**src/rtl/pn_pkg.sv**
```systemverilog
// Shared types and sizes for the Polish-Notation result path.
// Latency: n/a (package only).
// Backpressure: n/a (package only).
//
// Contents: result width/digit constants, output FSM state enum,
// queued result entry struct and a saturating 2-bit increment helper.
package pn_pkg;

    localparam int PN_RES_W       = 32;
    localparam int PN_BCD_DIGITS  = 10;
    localparam int PN_MAX_RESULTS = 4;

    typedef enum logic [1:0] {
        IDLE = 2'd0,
        CONV = 2'd1,
        HOLD = 2'd2
    } pn_state_t;

    typedef struct packed {
        logic                first;
        logic [1:0]          idx;
        logic [PN_RES_W-1:0] data;
    } pn_res_entry_t;

    function automatic logic [1:0] pn_sat_inc2(input logic [1:0] v);
        return (v == 2'd3) ? 2'd3 : v + 2'd1;
    endfunction

endpackage

```
**src/rtl/pn_dd_core.sv**
```systemverilog
// Iterative signed binary to sign + packed BCD converter (double-dabble).
// Latency: load edge, then W busy cycles; last is high during the final step.
// Backpressure: none; results stay on sign/bcd until the next load.
//
// Ports: clk, rst_n; load/din start a conversion; busy while stepping;
// last flags the cycle whose edge performs the final step; sign/bcd hold
// the result (bcd shows the partial value while busy).
module pn_dd_core #(
    parameter int W      = 32,
    parameter int DIGITS = 10
) (
    input  logic                  clk,
    input  logic                  rst_n,
    input  logic                  load,
    input  logic [W-1:0]          din,
    output logic                  busy,
    output logic                  last,
    output logic                  sign,
    output logic [4*DIGITS-1:0]   bcd
);

    localparam int CW = $clog2(W);

    logic [W-1:0]        mag_q;
    logic [CW-1:0]       step_q;
    logic [4*DIGITS-1:0] adj;

    // Digits >= 5 get +3 so the following left shift carries into the next digit.
    always_comb begin
        adj = bcd;
        for (int i = 0; i < DIGITS; i++) begin
            if (bcd[4*i +: 4] >= 4'd5)
                adj[4*i +: 4] = bcd[4*i +: 4] + 4'd3;
        end
    end

    assign last = busy && (step_q == CW'(W - 1));

    always_ff @(posedge clk or negedge rst_n) begin
        if (!rst_n) begin
            busy   <= 1'b0;
            sign   <= 1'b0;
            bcd    <= '0;
            mag_q  <= '0;
            step_q <= '0;
        end else if (load) begin
            busy   <= 1'b1;
            sign   <= din[W-1];
            // Unsigned W-bit negation: the most negative input maps to 2^(W-1).
            mag_q  <= din[W-1] ? (~din + W'(1)) : din;
            bcd    <= '0;
            step_q <= '0;
        end else if (busy) begin
            bcd    <= {adj[4*DIGITS-2:0], mag_q[W-1]};
            mag_q  <= {mag_q[W-2:0], 1'b0};
            step_q <= step_q + CW'(1);
            if (last)
                busy <= 1'b0;
        end
    end

endmodule

```
**src/rtl/pn_result_bcd.sv**
```systemverilog
// Queues evaluator results, converts each to sign + BCD, presents them one at a time.
// Latency: push into idle empty block -> out_valid W+1 edges later; one result per W+1 cycles.
// Backpressure: out_valid/out_ready on output; input cannot stall, so overflow drops and sets ovf.
//
// Ports: clk, rst_n; in_valid/in_data from the evaluator; out_valid/out_ready
// handshake with out_sign, out_bcd, out_first, out_idx; ovf sticky drop flag.
module pn_result_bcd
    import pn_pkg::*;
#(
    parameter int DEPTH  = PN_MAX_RESULTS,
    parameter int W      = PN_RES_W,
    parameter int DIGITS = PN_BCD_DIGITS
) (
    input  logic                clk,
    input  logic                rst_n,
    input  logic                in_valid,
    input  logic [W-1:0]        in_data,
    output logic                out_valid,
    input  logic                out_ready,
    output logic                out_sign,
    output logic [4*DIGITS-1:0] out_bcd,
    output logic                out_first,
    output logic [1:0]          out_idx,
    output logic                ovf
);

    localparam int AW = $clog2(DEPTH);

    pn_res_entry_t mem [DEPTH];
    logic [AW-1:0] wr_ptr, rd_ptr;
    logic [AW:0]   count;
    logic          fifo_empty, fifo_full;
    logic          push, pop;

    pn_state_t     state_q, state_d;
    logic          dd_load, dd_busy, dd_last;

    logic          prev_vld;
    logic [1:0]    burst_cnt;
    logic [1:0]    tag_idx;
    logic          tag_first;

    assign fifo_empty = (count == '0);
    assign fifo_full  = (count == (AW+1)'(DEPTH));

    // A pop frees a slot on the same edge, so a full FIFO still accepts then.
    assign push = in_valid && (!fifo_full || pop);

    // Burst position: a new run starts whenever the previous cycle had no strobe.
    assign tag_first = !prev_vld;
    assign tag_idx   = prev_vld ? burst_cnt : 2'd0;

    always_ff @(posedge clk or negedge rst_n) begin
        if (!rst_n) begin
            prev_vld  <= 1'b0;
            burst_cnt <= 2'd0;
            ovf       <= 1'b0;
        end else begin
            prev_vld <= in_valid;
            if (push)
                burst_cnt <= pn_sat_inc2(tag_idx);
            else if (in_valid)
                burst_cnt <= tag_idx;   // dropped input does not advance the run
            if (in_valid && !push)
                ovf <= 1'b1;
        end
    end

    // Storage carries no reset; validity is tracked by count/pointers only.
    always_ff @(posedge clk) begin
        if (push)
            mem[wr_ptr] <= '{first: tag_first, idx: tag_idx, data: in_data};
    end

    always_ff @(posedge clk or negedge rst_n) begin
        if (!rst_n) begin
            wr_ptr <= '0;
            rd_ptr <= '0;
            count  <= '0;
        end else begin
            if (push)
                wr_ptr <= wr_ptr + AW'(1);
            if (pop)
                rd_ptr <= rd_ptr + AW'(1);
            if (push && !pop)
                count <= count + (AW+1)'(1);
            else if (pop && !push)
                count <= count - (AW+1)'(1);
        end
    end

    always_ff @(posedge clk or negedge rst_n) begin
        if (!rst_n)
            state_q <= IDLE;
        else
            state_q <= state_d;
    end

    always_comb begin
        state_d = state_q;
        pop     = 1'b0;
        dd_load = 1'b0;
        case (state_q)
            IDLE: begin
                if (!fifo_empty) begin
                    pop     = 1'b1;
                    dd_load = 1'b1;
                    state_d = CONV;
                end
            end
            CONV: begin
                if (dd_last)
                    state_d = HOLD;
            end
            HOLD: begin
                if (out_ready) begin
                    if (!fifo_empty) begin
                        pop     = 1'b1;
                        dd_load = 1'b1;
                        state_d = CONV;
                    end else begin
                        state_d = IDLE;
                    end
                end
            end
            default: state_d = IDLE;
        endcase
    end

    assign out_valid = (state_q == HOLD);

    // Tags travel beside the converter and are captured with the load.
    always_ff @(posedge clk or negedge rst_n) begin
        if (!rst_n) begin
            out_first <= 1'b0;
            out_idx   <= 2'd0;
        end else if (dd_load) begin
            out_first <= mem[rd_ptr].first;
            out_idx   <= mem[rd_ptr].idx;
        end
    end

    pn_dd_core #(
        .W      (W),
        .DIGITS (DIGITS)
    ) u_dd (
        .clk   (clk),
        .rst_n (rst_n),
        .load  (dd_load),
        .din   (mem[rd_ptr].data),
        .busy  (dd_busy),
        .last  (dd_last),
        .sign  (out_sign),
        .bcd   (out_bcd)
    );

    logic unused_busy;
    assign unused_busy = dd_busy;

endmodule
```
**config.mk**
```make
export PLATFORM = sky130hd
export DESIGN_NAME = pn_result_bcd
export DESIGN_NICKNAME = d
export VERILOG_FILES = /design/src/rtl/pn_pkg.sv /design/src/rtl/pn_dd_core.sv /design/src/rtl/pn_result_bcd.sv
export SDC_FILE = /design/constraint.sdc
export NUM_CORES = 1
export LEC_CHECK = 0
export BUFFER_PORTS_ARGS = -buffer_cell sky130_fd_sc_hd__buf_2
export CAP_MARGIN = 15
export CORE_MARGIN = 10
export CORE_UTILIZATION = 50
export CTS_CLUSTER_DIAMETER = 60
export DETAILED_ROUTE_END_ITERATION = 10
export HOLD_SLACK_MARGIN = 0.06
export PLACE_DENSITY_LB_ADDON = 0.12
export RECOVER_POWER = 100
export SLEW_MARGIN = 20
export SYNTH_ARGS = -nofsm -noshare
export SYNTH_HDL_FRONTEND = slang
export SYNTH_SLANG_ARGS = --single-unit
```
**constraint.sdc**
```tcl
create_clock -name clk -period 2.9 [get_ports clk]
set_input_delay 0.145 -clock clk [delete_from_list [all_inputs] [get_ports clk]]
set_output_delay 0.145 -clock clk [all_outputs]
set_load 0.02 [all_outputs]
```
==> impl_metrics.yaml <==
detailed_routing:
  postRouteAntennaNets: 0
  num_vias: 7105
  first_iter_violations: 444
  drt-vias-per-instance: 5.50
  drtPass1Iterations: 5
  routed_wl_um: 23100
  drc: 0
  avgRoutedWirePerCell_um: 17.9
timing:
  setup_ws_ps: -56.4
  worst_slew_pin_slew_ps: 1350
  timing.hold.ws_ps: 371
  fin_crit_sh: 1.02
  period_needed_ps: 2960
  max_freq_mhz: 338
  slew_viol_final: 0
  hold_violations: 0
  finalSetupViolations: 1
  rsz0062_at_grt: "true"
  fin_skew_ps: 26.3
  relSlewSlack: 0.0967
power_and_ir_drop:
  p_leak_nw: 5.15
  powerDensity_nw_per_um2: 1150
  vdd_drop_max_uv: 558
placement:
  numPortBuffers: 81
  pre_cts_ws_ps: -89.0
  routabilityCongestion: 0.842
  hpwl_um: 14600
global_routing:
  grt_overflow: 0
  grt_pass1_vias: 7499
  grt_first_pass_wirelength_um: 37700
  antenna_found_initial: 0
  grt_max_degree: 115
  track_usage: 0.160
finish:
  final_cell_mix: "edfxtp_1, dfrtp_1, clkbuf_1"
  num_antenna_cells: 0
  area_growth_syn_to_layout_pct: 21.9
  drive_gt1_frac: 0.170
  layout.nets: 1062
  mostFrequentLayoutCell: "edfxtp_1"
status:
  violations: "setup timing"
  status: "finished with violations"
logic_synthesis:
  ys_types: 51
  synth-edff-count: 140
  ys.warnings.count: 0
  ys_seq_area_frac: 0.609
  synth_cells: 821
  netlist_area_um2: 10800
  ys_seq_elements: 235
  syn-mean-instance-area_um2: 13.2
  synth-main-ff-cell: "edfxtp_1"
  synthArstFlopShare: 0.404
  synth_nets: 886
critical_path:
  crit_required_ps: 3270
  critPathLaunch: "rd_ptr[0]"
  reg2reg_slack_ps: -60
  r2r-start: "rd_ptr[0]"
  crit_fanout: 8
  cp.arrival_ps: 3330
  reg2reg_depth: 8
  r2r-end: "u_dd.mag_q[29]"
  cp-start-kind: "flip-flop"
  worstSetupPathType: "flip-flop to flip-flop"
  crit_path_end_kind: "flip-flop"
clocking:
  clockBufferDepth: 3
  cts_tree: "done"
  clk_pin_slew_worst_paths_ps: 60
  root_buffer: "clkbuf_16"
  clkLatencyLatePin_ps: 530
  htree_levels: 1
  clock-sinks: 235
  tritoncts.num_buffers: 25
floorplan:
  fp.coreArea_um2: 21200
  initial_utilization: 0.511
  dieArea_um2: 27900
  row_count: 53
  ios: 82
  die_h_um: 167
  die_w_um: 167
hold_path:
  hp-class: "primary input to async pin"
run:
  maxCapViolations: 0
[metal layers]
metal | vias to the layer above | track usage | wire length (um)
li1 | 3370 | - | -
met1 | 3568 | 0.200 | 10100
met5 | - | 0 | 0
met2 | 129 | 0.279 | 11800
met3 | 38 | 0.0273 | 875
met4 | 0 | 0.0458 | 386
[final cells by class]
| class | instances | area, um^2 |
|---|---|---|
| timing repair buffer | 191 | 1300 |
| clock buffer | 32 | 662 |
| fill | 1675 | 7990 |
| clock inverter | 14 | 128 |
| inverter | 31 | 116 |
| sequential | 235 | 6590 |
| tap | 275 | 344 |
| multi-input combinational | 513 | 4040 |
[timing repair]
action                                 CTS  global route
cloned                                   1             0
setup endpoints to repair                8            21
endpoints found under the hold margin  176             0
resized for setup                       26            13
pin swaps                               23            15
hold buffers                            35             0
setup buffers                            8             8
[flip-flops by register name, summed over array words and instances, names as in the netlist]
| register | flops |
|---|---|
| wr_ptr | 2 |
| burst_cnt | 2 |
| u_dd.sign | 1 |
| out_first | 1 |
| count | 3 |
| prev_vld | 1 |
| u_dd.mag_q | 32 |
| rd_ptr | 2 |
| mem | 140 |
| state_q | 2 |
| u_dd.busy | 1 |
| u_dd.bcd | 40 |
| ovf | 1 |
| out_idx | 2 |
| u_dd.step_q | 5 |
[power by group]
group          internal, mW  leakage [nW]  total [mW]  switching, mW
clock                  1.79         0.382        3.06           1.27
sequential             4.66          2.44        5.26          0.605
combinational          3.04          2.32        6.85           3.81
[how the worst max path moves through the flow]
stage                                end  depth (start not counted)
after floorplan           u_dd.mag_q[29]                          9
after global placement    u_dd.mag_q[25]                          8
after detailed placement  u_dd.mag_q[25]                          8
after CTS                 u_dd.mag_q[19]                         10
after global routing      u_dd.mag_q[29]                          8
final                     u_dd.mag_q[29]                          8
[critical path, cell delays in order, from the launching register on]
cell	delay, ps
dfrtp_2	390
buf_12	140
buf_12	130
mux4_2	520
or4_4	550
or3_4	410
o41ai_4	380
xor2_1	210
a21oi_1	90
[cells by family after synthesis]
group | count (synthesis) | synth area share
AO/OA/AOI/OAI | 167 | 0.0909
AND/OR/NAND/NOR | 206 | 0.0951
adder cells (fa/ha/maj) | 29 | 0.0343
flip-flops | 235 | 0.609
XOR/XNOR | 51 | 0.0414
multiplexers | 60 | 0.0988
buffers and inverters | 73 | 0.0302
[stage by stage]
step           instances   util  setup TNS (ps)  power, mW  cell area, um^2
2_1_floorplan        821      -               0       9.82            10800
3_3_place_gp        1194  0.561            -232       11.6            11900
3_5_place_dp        1194  0.561            -388       11.9            11900
4_1_cts             1284  0.625           -90.7       15.3            13200
5_1_grt             1291  0.623            -636       16.3            13200
6_report            1291  0.623           -56.4       15.2            13200
[Yosys cell counts, drive strengths merged, types with 4 or more instances]
library cell | instances | area [um^2]
xor2 | 17 | 149
clkbuf | 30 | 113
buf | 12 | 97.6
a21oi | 73 | 365
o41ai | 4 | 57.6
ha | 28 | 350
or3 | 6 | 47.5
or2 | 5 | 31.3
a31oi | 6 | 37.5
nand3 | 12 | 60.1
nand2b | 12 | 75.1
mux2i | 23 | 230
edfxtp | 140 | 4200
nor3 | 12 | 65.1
nor3b | 5 | 37.5
o21ai | 45 | 225
dfrtp | 95 | 2380
xnor2 | 34 | 298
nor2b | 25 | 156
or4 | 5 | 48.8
mux4 | 34 | 803
and3 | 5 | 31.3
nand2 | 49 | 184
nor2 | 61 | 229
a211oi | 30 | 225
inv | 31 | 116
Power figures use the tool's default switching activity.
